### src/rtl/mips_mem_port_arbiter.sv
// ============================================================================
// Module   : mips_mem_port_arbiter
// Purpose  : Shares one single-ported unified memory between the IF (read-only)
//            and MEM (read/write) pipeline requesters. Fixed-latency access
//            sequencing, MEM priority with an IF anti-starvation limit, and a
//            pipeline-wide stall.
// Revision : 1.0 - initial release
// ============================================================================
`default_nettype none

module mips_mem_port_arbiter #(
  parameter int ADDR_W        = 32,
  parameter int DATA_W        = 32,
  parameter int WAIT_CYCLES   = 2,
  parameter int IF_STARVE_MAX = 4
) (
  input  logic              clk,
  input  logic              reset,
  input  logic              if_req,
  input  logic [ADDR_W-1:0] if_addr,
  output logic              if_ack,
  output logic [DATA_W-1:0] if_rdata,
  input  logic              mem_req,
  input  logic              mem_we,
  input  logic [ADDR_W-1:0] mem_addr,
  input  logic [DATA_W-1:0] mem_wdata,
  output logic              mem_ack,
  output logic [DATA_W-1:0] mem_rdata,
  output logic              m_en,
  output logic              m_we,
  output logic [ADDR_W-1:0] m_addr,
  output logic [DATA_W-1:0] m_wdata,
  input  logic [DATA_W-1:0] m_rdata,
  output logic              stall,
  output logic              busy
);

  localparam logic [1:0] S_IDLE   = 2'd0;
  localparam logic [1:0] S_ACCESS = 2'd1;
  localparam logic [1:0] S_RESP   = 2'd2;

  localparam logic [3:0] WAIT_LOAD  = 4'(WAIT_CYCLES - 1);
  localparam logic [3:0] STARVE_LIM = 4'(IF_STARVE_MAX);

  logic [1:0]        state_q, state_d;
  logic [3:0]        wait_q, wait_d;
  logic [3:0]        starve_q, starve_d;
  logic              owner_mem_q, owner_mem_d;   // 1 = MEM owns the access
  logic              we_q, we_d;
  logic [ADDR_W-1:0] addr_q, addr_d;
  logic [DATA_W-1:0] wdata_q, wdata_d;
  logic [DATA_W-1:0] if_rdata_q, if_rdata_d;
  logic [DATA_W-1:0] mem_rdata_q, mem_rdata_d;
  logic              grant_mem;

  // MEM wins unless IF has been passed over IF_STARVE_MAX times in a row
  assign grant_mem = mem_req & ~(if_req & (starve_q == STARVE_LIM));

  // Next-state logic: grant/latch in IDLE, count down in ACCESS, ack in RESP
  always_comb begin
    state_d     = state_q;
    wait_d      = wait_q;
    starve_d    = starve_q;
    owner_mem_d = owner_mem_q;
    we_d        = we_q;
    addr_d      = addr_q;
    wdata_d     = wdata_q;
    if_rdata_d  = if_rdata_q;
    mem_rdata_d = mem_rdata_q;
    case (state_q)
      S_IDLE: begin
        if (if_req | mem_req) begin
          state_d     = S_ACCESS;
          wait_d      = WAIT_LOAD;
          owner_mem_d = grant_mem;
          if (grant_mem) begin
            we_d    = mem_we;
            addr_d  = mem_addr;
            wdata_d = mem_wdata;
            if (if_req) begin
              starve_d = (starve_q == 4'd15) ? 4'd15 : starve_q + 4'd1;
            end else begin
              starve_d = 4'd0;
            end
          end else begin
            we_d     = 1'b0;
            addr_d   = if_addr;
            starve_d = 4'd0;
          end
        end
      end
      S_ACCESS: begin
        if (wait_q == 4'd0) begin
          state_d = S_RESP;
          // Read data is only meaningful in the final access cycle
          if (!we_q) begin
            if (owner_mem_q) begin
              mem_rdata_d = m_rdata;
            end else begin
              if_rdata_d = m_rdata;
            end
          end
        end else begin
          wait_d = wait_q - 4'd1;
        end
      end
      S_RESP: begin
        state_d = S_IDLE;
      end
      default: begin
        state_d = S_IDLE;
      end
    endcase
  end

  // State and datapath registers; reset aborts any access in flight
  always_ff @(posedge clk) begin
    if (reset) begin
      state_q     <= S_IDLE;
      wait_q      <= 4'd0;
      starve_q    <= 4'd0;
      owner_mem_q <= 1'b0;
      we_q        <= 1'b0;
      addr_q      <= '0;
      wdata_q     <= '0;
      if_rdata_q  <= '0;
      mem_rdata_q <= '0;
    end else begin
      state_q     <= state_d;
      wait_q      <= wait_d;
      starve_q    <= starve_d;
      owner_mem_q <= owner_mem_d;
      we_q        <= we_d;
      addr_q      <= addr_d;
      wdata_q     <= wdata_d;
      if_rdata_q  <= if_rdata_d;
      mem_rdata_q <= mem_rdata_d;
    end
  end

  assign m_en      = (state_q == S_ACCESS);
  assign m_we      = m_en & we_q;
  assign m_addr    = addr_q;
  assign m_wdata   = wdata_q;
  assign if_ack    = (state_q == S_RESP) & ~owner_mem_q;
  assign mem_ack   = (state_q == S_RESP) & owner_mem_q;
  assign if_rdata  = if_rdata_q;
  assign mem_rdata = mem_rdata_q;
  assign busy      = (state_q != S_IDLE);
  assign stall     = (if_req & ~if_ack) | (mem_req & ~mem_ack);

endmodule

`default_nettype wire

### config.mk
export PLATFORM = sky130hd
export DESIGN_NAME = mips_mem_port_arbiter
export DESIGN_NICKNAME = d
export VERILOG_FILES = /design/src/rtl/mips_mem_port_arbiter.sv
export SDC_FILE = /design/constraint.sdc
export NUM_CORES = 1
export LEC_CHECK = 0
export ABC_CLOCK_PERIOD_IN_PS = 2400
export BUFFER_PORTS_ARGS = -buffer_cell sky130_fd_sc_hd__buf_2
export CAP_MARGIN = 20
export CORE_ASPECT_RATIO = 0.6
export CORE_MARGIN = 2
export CORE_UTILIZATION = 48
export CTS_CLUSTER_SIZE = 12
export DETAILED_ROUTE_END_ITERATION = 10
export PLACE_DENSITY = 0.81
export SYNTH_ARGS = -nofsm -noshare
export SYNTH_HDL_FRONTEND = slang
export SYNTH_SLANG_ARGS = --single-unit
### constraint.sdc
create_clock -name clk -period 2.4 [get_ports clk]
set_input_delay 0.36 -clock clk [delete_from_list [all_inputs] [get_ports clk]]
set_output_delay 0.36 -clock clk [all_outputs]
set_load 0.02 [all_outputs]
==> results.md <==
- The sum of overflow across all layers after global routing is 0.
- The site row count is 31.
- The I/O pin total is around 270.
- Fill cells in the final layout number between 1,000 and 1,500.
- The largest net degree at the start of global routing is ~70.
- The effective utilization at floorplan is between 40% and 50%.
- The count of yosys warnings during synthesis is 0.
- The netlist uses 46 different library cells.
- The number of inserted diodes is 0.
- The worst slew margin relative to its limit is around two thirds.
- The clock network fraction of total power is 39.8%.
- The data arrival time of the worst path is approximately 1700 ps.
- Among all stages on the critical path, the largest delay is contributed by sky130_fd_sc_hd__dfxtp_1.
- The via-per-instance ratio is 5.53.
- The power per unit of standard cell area is roughly 790 mW/mm2.
- The DRC violation total after the first TritonRoute iteration is between 400 and 500.
- In the layout the commonest cells are sky130_fd_sc_hd__buf_2 (265), sky130_fd_sc_hd__dfxtp_1 (140), sky130_fd_sc_hd__nand2b_1 (97), sky130_fd_sc_hd__a21oi_1 (71), sky130_fd_sc_hd__mux2i_1 (64).
- After detailed placement, the total cell area comes to approximately 0.0075 mm2.
- The quantity of hold-fixing buffers added after cts is 0.
- In this design, the stage delay of the slowest critical-path cell is between 400 and 500 ps.
- Wires add up to between 15,000 and 20,000 um.
- After floorplanning, the core was sized to cover around 0.012 mm2.
- The register area share after synthesis is around 46%.
- The min-delay analysis places its worst path in the category input port to flip-flop.
- The setup fix buffers added after clock tree synthesis is 0.
- Counting flops and latches in the post-synthesis netlist gives 140.
- The number of global-route vias before repair was roughly 5,400.
- The global-route wire length before repair is between 20,000 and 30,000 um.
- The count of maximum capacitance violations is 0.
- The mean routed wirelength per cell is approximately 16 um.
- For the final routed database, the setup TNS stands at 0 ps.
- Cell internal power was estimated by the tool at about 4.5 mW.
- The worst setup path is launched from a flip-flop.
- Walking the worst path, the cells encountered are nand2b_1, inv_2, and2_1, buf_2.
- The number of nets at the end of the flow is 1,033.
- The net switching power figure is around 1.9 mW.
- The largest buffer count on any clock path is 2.
- The element type at the critical path end is a primary output.
- The area fraction of the dominant cell type after synthesis is between 40% and 50%.
- The share of the clock period used by the worst path after layout is around 86%.
- For the pin with the worst max-slew slack, the measured transition is between 400 and 500 ps.
- After routing the design area is 0.00810 mm2.
- The die covers roughly 0.014 mm2.
- TritonCTS built the clock tree.
- The first-pass iteration count of the detailed router is 5.
- The placed wire-length estimate after detailed placement is 12,100 um.
- OpenSTA, run right after detailed placement, puts the worst setup slack at about 540 ps.
- By area the synthesized netlist is led by sky130_fd_sc_hd__dfxtp_1 (46%), sky130_fd_sc_hd__mux2i_1 (10%), sky130_fd_sc_hd__nand2b_1 (9.9%).
- After technology mapping, the gate count stands at 661.
- The worst-case vdd ir drop is between 0.4 and 0.5 mV.
- The count of pins over their slew limit is 0.
- The least setup slack across all paths after layout is 343 ps.
- The net count after synthesis is between 700 and 800.
- The global router's overall resource usage is 24.9%.
- For this run, the leading register cell type out of synthesis is sky130_fd_sc_hd__dfxtp_1.
- Measured along the x axis, the die boundary spans roughly 150 um.
- Of all nets on the critical path, the largest fanout is 10.
- The number of buffers inserted during clock tree synthesis is 17.
- The final hold slack is ~200 ps.
- The most common cell after layout, fill and taps aside is sky130_fd_sc_hd__buf_2.
- Setup repair after global routing left no endpoint under its margin.
- The portion of total power attributed to sequential cells is 40.9%.
- CTS placed an instance of sky130_fd_sc_hd__clkbuf_16 at the clock tree root.
- Net switching is 30.1% of the power.
- A synthesized cell averages approximately 9 um2.
- Combinational logic burns between 10% and 20% of the power.
- The post-layout minimum cycle time is 2060 ps.
- Summed over all cells, the static leakage comes to 3.76 nW.
- Clock latency on the worst-skew pair, taken at its later pin, is ~410 ps.
- In this run the vertical extent of the chip is 91.4 um.
- The routability congestion estimate from global placement is roughly 0.86.
- The timing-limited maximum frequency is just under 500 MHz.
- Yosys mapped a number of flops with a built-in enable equal to 0.
- Measured on the finished design, the core utilization comes to 66.3%.
- The number of gates resized after CTS was 0.
- Clock skew on the completed layout was measured at between 10 and 15 ps.
- The total vias in the final route is about 5,900.
- The number of remaining DRC errors is 0.
- Relative to the synthesized area, the layout overhead comes to 32.7%.
- Counting flops with an async set or reset pin after synthesis yields a share of 0%.
- The number of port buffers is between 200 and 300.
- At the worst endpoint, the required time is 2040 ps.
- The share of final-layout standard cells stronger than drive strength 1 is a little over a third.
- The initial antenna violation count was 0.
- The detail route stage leaves a number of antenna-violating nets equal to 0.
- The flow ran to the end, and the final reports show no timing, DRC or antenna violations.
- After synthesis the cells add up to about 0.006 mm2.
- The biggest area consumer among synthesized cells is sky130_fd_sc_hd__dfxtp_1.
- The hold violation count in the final report is 0.
- The deepest level of the CTS H-tree is 4.
- Setup violations remaining at the end of the flow were counted as 0.
- The type of the worst setup path is flip-flop to primary output.
- For this design, the sink count on the clock tree is 140.
- Clock-pin slew was measured on the worst setup and hold paths at around 70 ps.
[sequential cells by signal (all words and copies together), names as in the netlist]
| name | count |
|---|---|
| starve_q | 4 |
| mem_rdata | 32 |
| if_rdata | 32 |
| we_q | 1 |
| state_q | 2 |
| owner_mem_q | 1 |
| m_wdata | 32 |
| m_addr | 32 |
| wait_q | 4 |
[area by class of cell]
type	instances	area (um2)	area share (%)
timing repair buffer	284	1520	18.7
sequential	140	2800	34.6
multi-input combinational	443	2970	36.6
clock inverter	13	130	1.61
tap	165	206	2.55
inverter	10	37.5	0.463
clock buffer	19	443	5.47
[cell families after synthesis]
family | after synthesis | share of synthesized area, %
adders and majority gates | 4 | 0.819
AOI/OAI and AO/OA | 186 | 17.8
muxes | 64 | 10.5
and+or+nand+nor | 189 | 19.3
buffers and inverters | 78 | 5.71
DFF | 140 | 45.9
[layer usage]
metal	vias to the layer above	global-route usage, %	wire [um]
met5	-	0	0
met4	0	5.79	195
met3	23	6.63	1560
met2	255	37.2	7770
met1	2785	35.7	8020
li1	2876	-	-
[power by group through the flow]
stage          sequential (mW)  combinational, mW  clock, mW
3_5_place_dp              2.66               1.23          0
3_3_place_gp              2.66               1.22          0
4_1_cts                   2.61               1.23       2.59
6_report                  2.61               1.23       2.54
5_1_grt                   2.63               1.33       2.70
2_1_floorplan             2.87              0.587          0
[final timing paths]
| path | start | endpoint | slack (ps) | cells after the start |
|---|---|---|---|---|
| max | state_q[1] | m_we | 340 | 4 |
| min | mem_wdata[26] | m_wdata[26] | 200 | 3 |
| max reg2reg | starve_q[0] | m_wdata[17] | 500 | 6 |
| min reg2reg | if_rdata[9] | if_rdata[9] | 470 | 2 |
[synthesized netlist by cell type (2+ instances only)]
master,n
sky130_fd_sc_hd__buf_2,18
sky130_fd_sc_hd__a21oi_1,71
sky130_fd_sc_hd__inv_1,8
sky130_fd_sc_hd__inv_2,2
sky130_fd_sc_hd__buf_6,3
sky130_fd_sc_hd__ha_1,4
sky130_fd_sc_hd__nand4_1,33
sky130_fd_sc_hd__nand3_1,34
sky130_fd_sc_hd__a211oi_1,3
sky130_fd_sc_hd__nor3_1,2
sky130_fd_sc_hd__dfxtp_1,140
sky130_fd_sc_hd__a311oi_1,32
sky130_fd_sc_hd__o21ai_1,33
sky130_fd_sc_hd__o21ai_0,37
sky130_fd_sc_hd__nand2b_1,97
sky130_fd_sc_hd__nor2_1,3
sky130_fd_sc_hd__and2_1,2
sky130_fd_sc_hd__or4_1,2
sky130_fd_sc_hd__clkbuf_1,40
sky130_fd_sc_hd__o2111ai_1,2
sky130_fd_sc_hd__buf_1,4
sky130_fd_sc_hd__buf_4,3
sky130_fd_sc_hd__or3_1,2
sky130_fd_sc_hd__mux2i_1,64
[worst max-delay path, delay by kind of cell, from the launching register on]
kind / cells / cell delay [ps]
buf+inv: 2 / 280
flops: 1 / 430
simple gates: 2 / 590
[stage by stage]
step                total power, mW  cells
floorplan                      3.45    661
global placement               3.87   1042
detailed placement             3.89   1042
CTS                            6.44   1074
global route                   6.66   1074
finish                         6.39   1074
(Power assumes the default switching activity.)
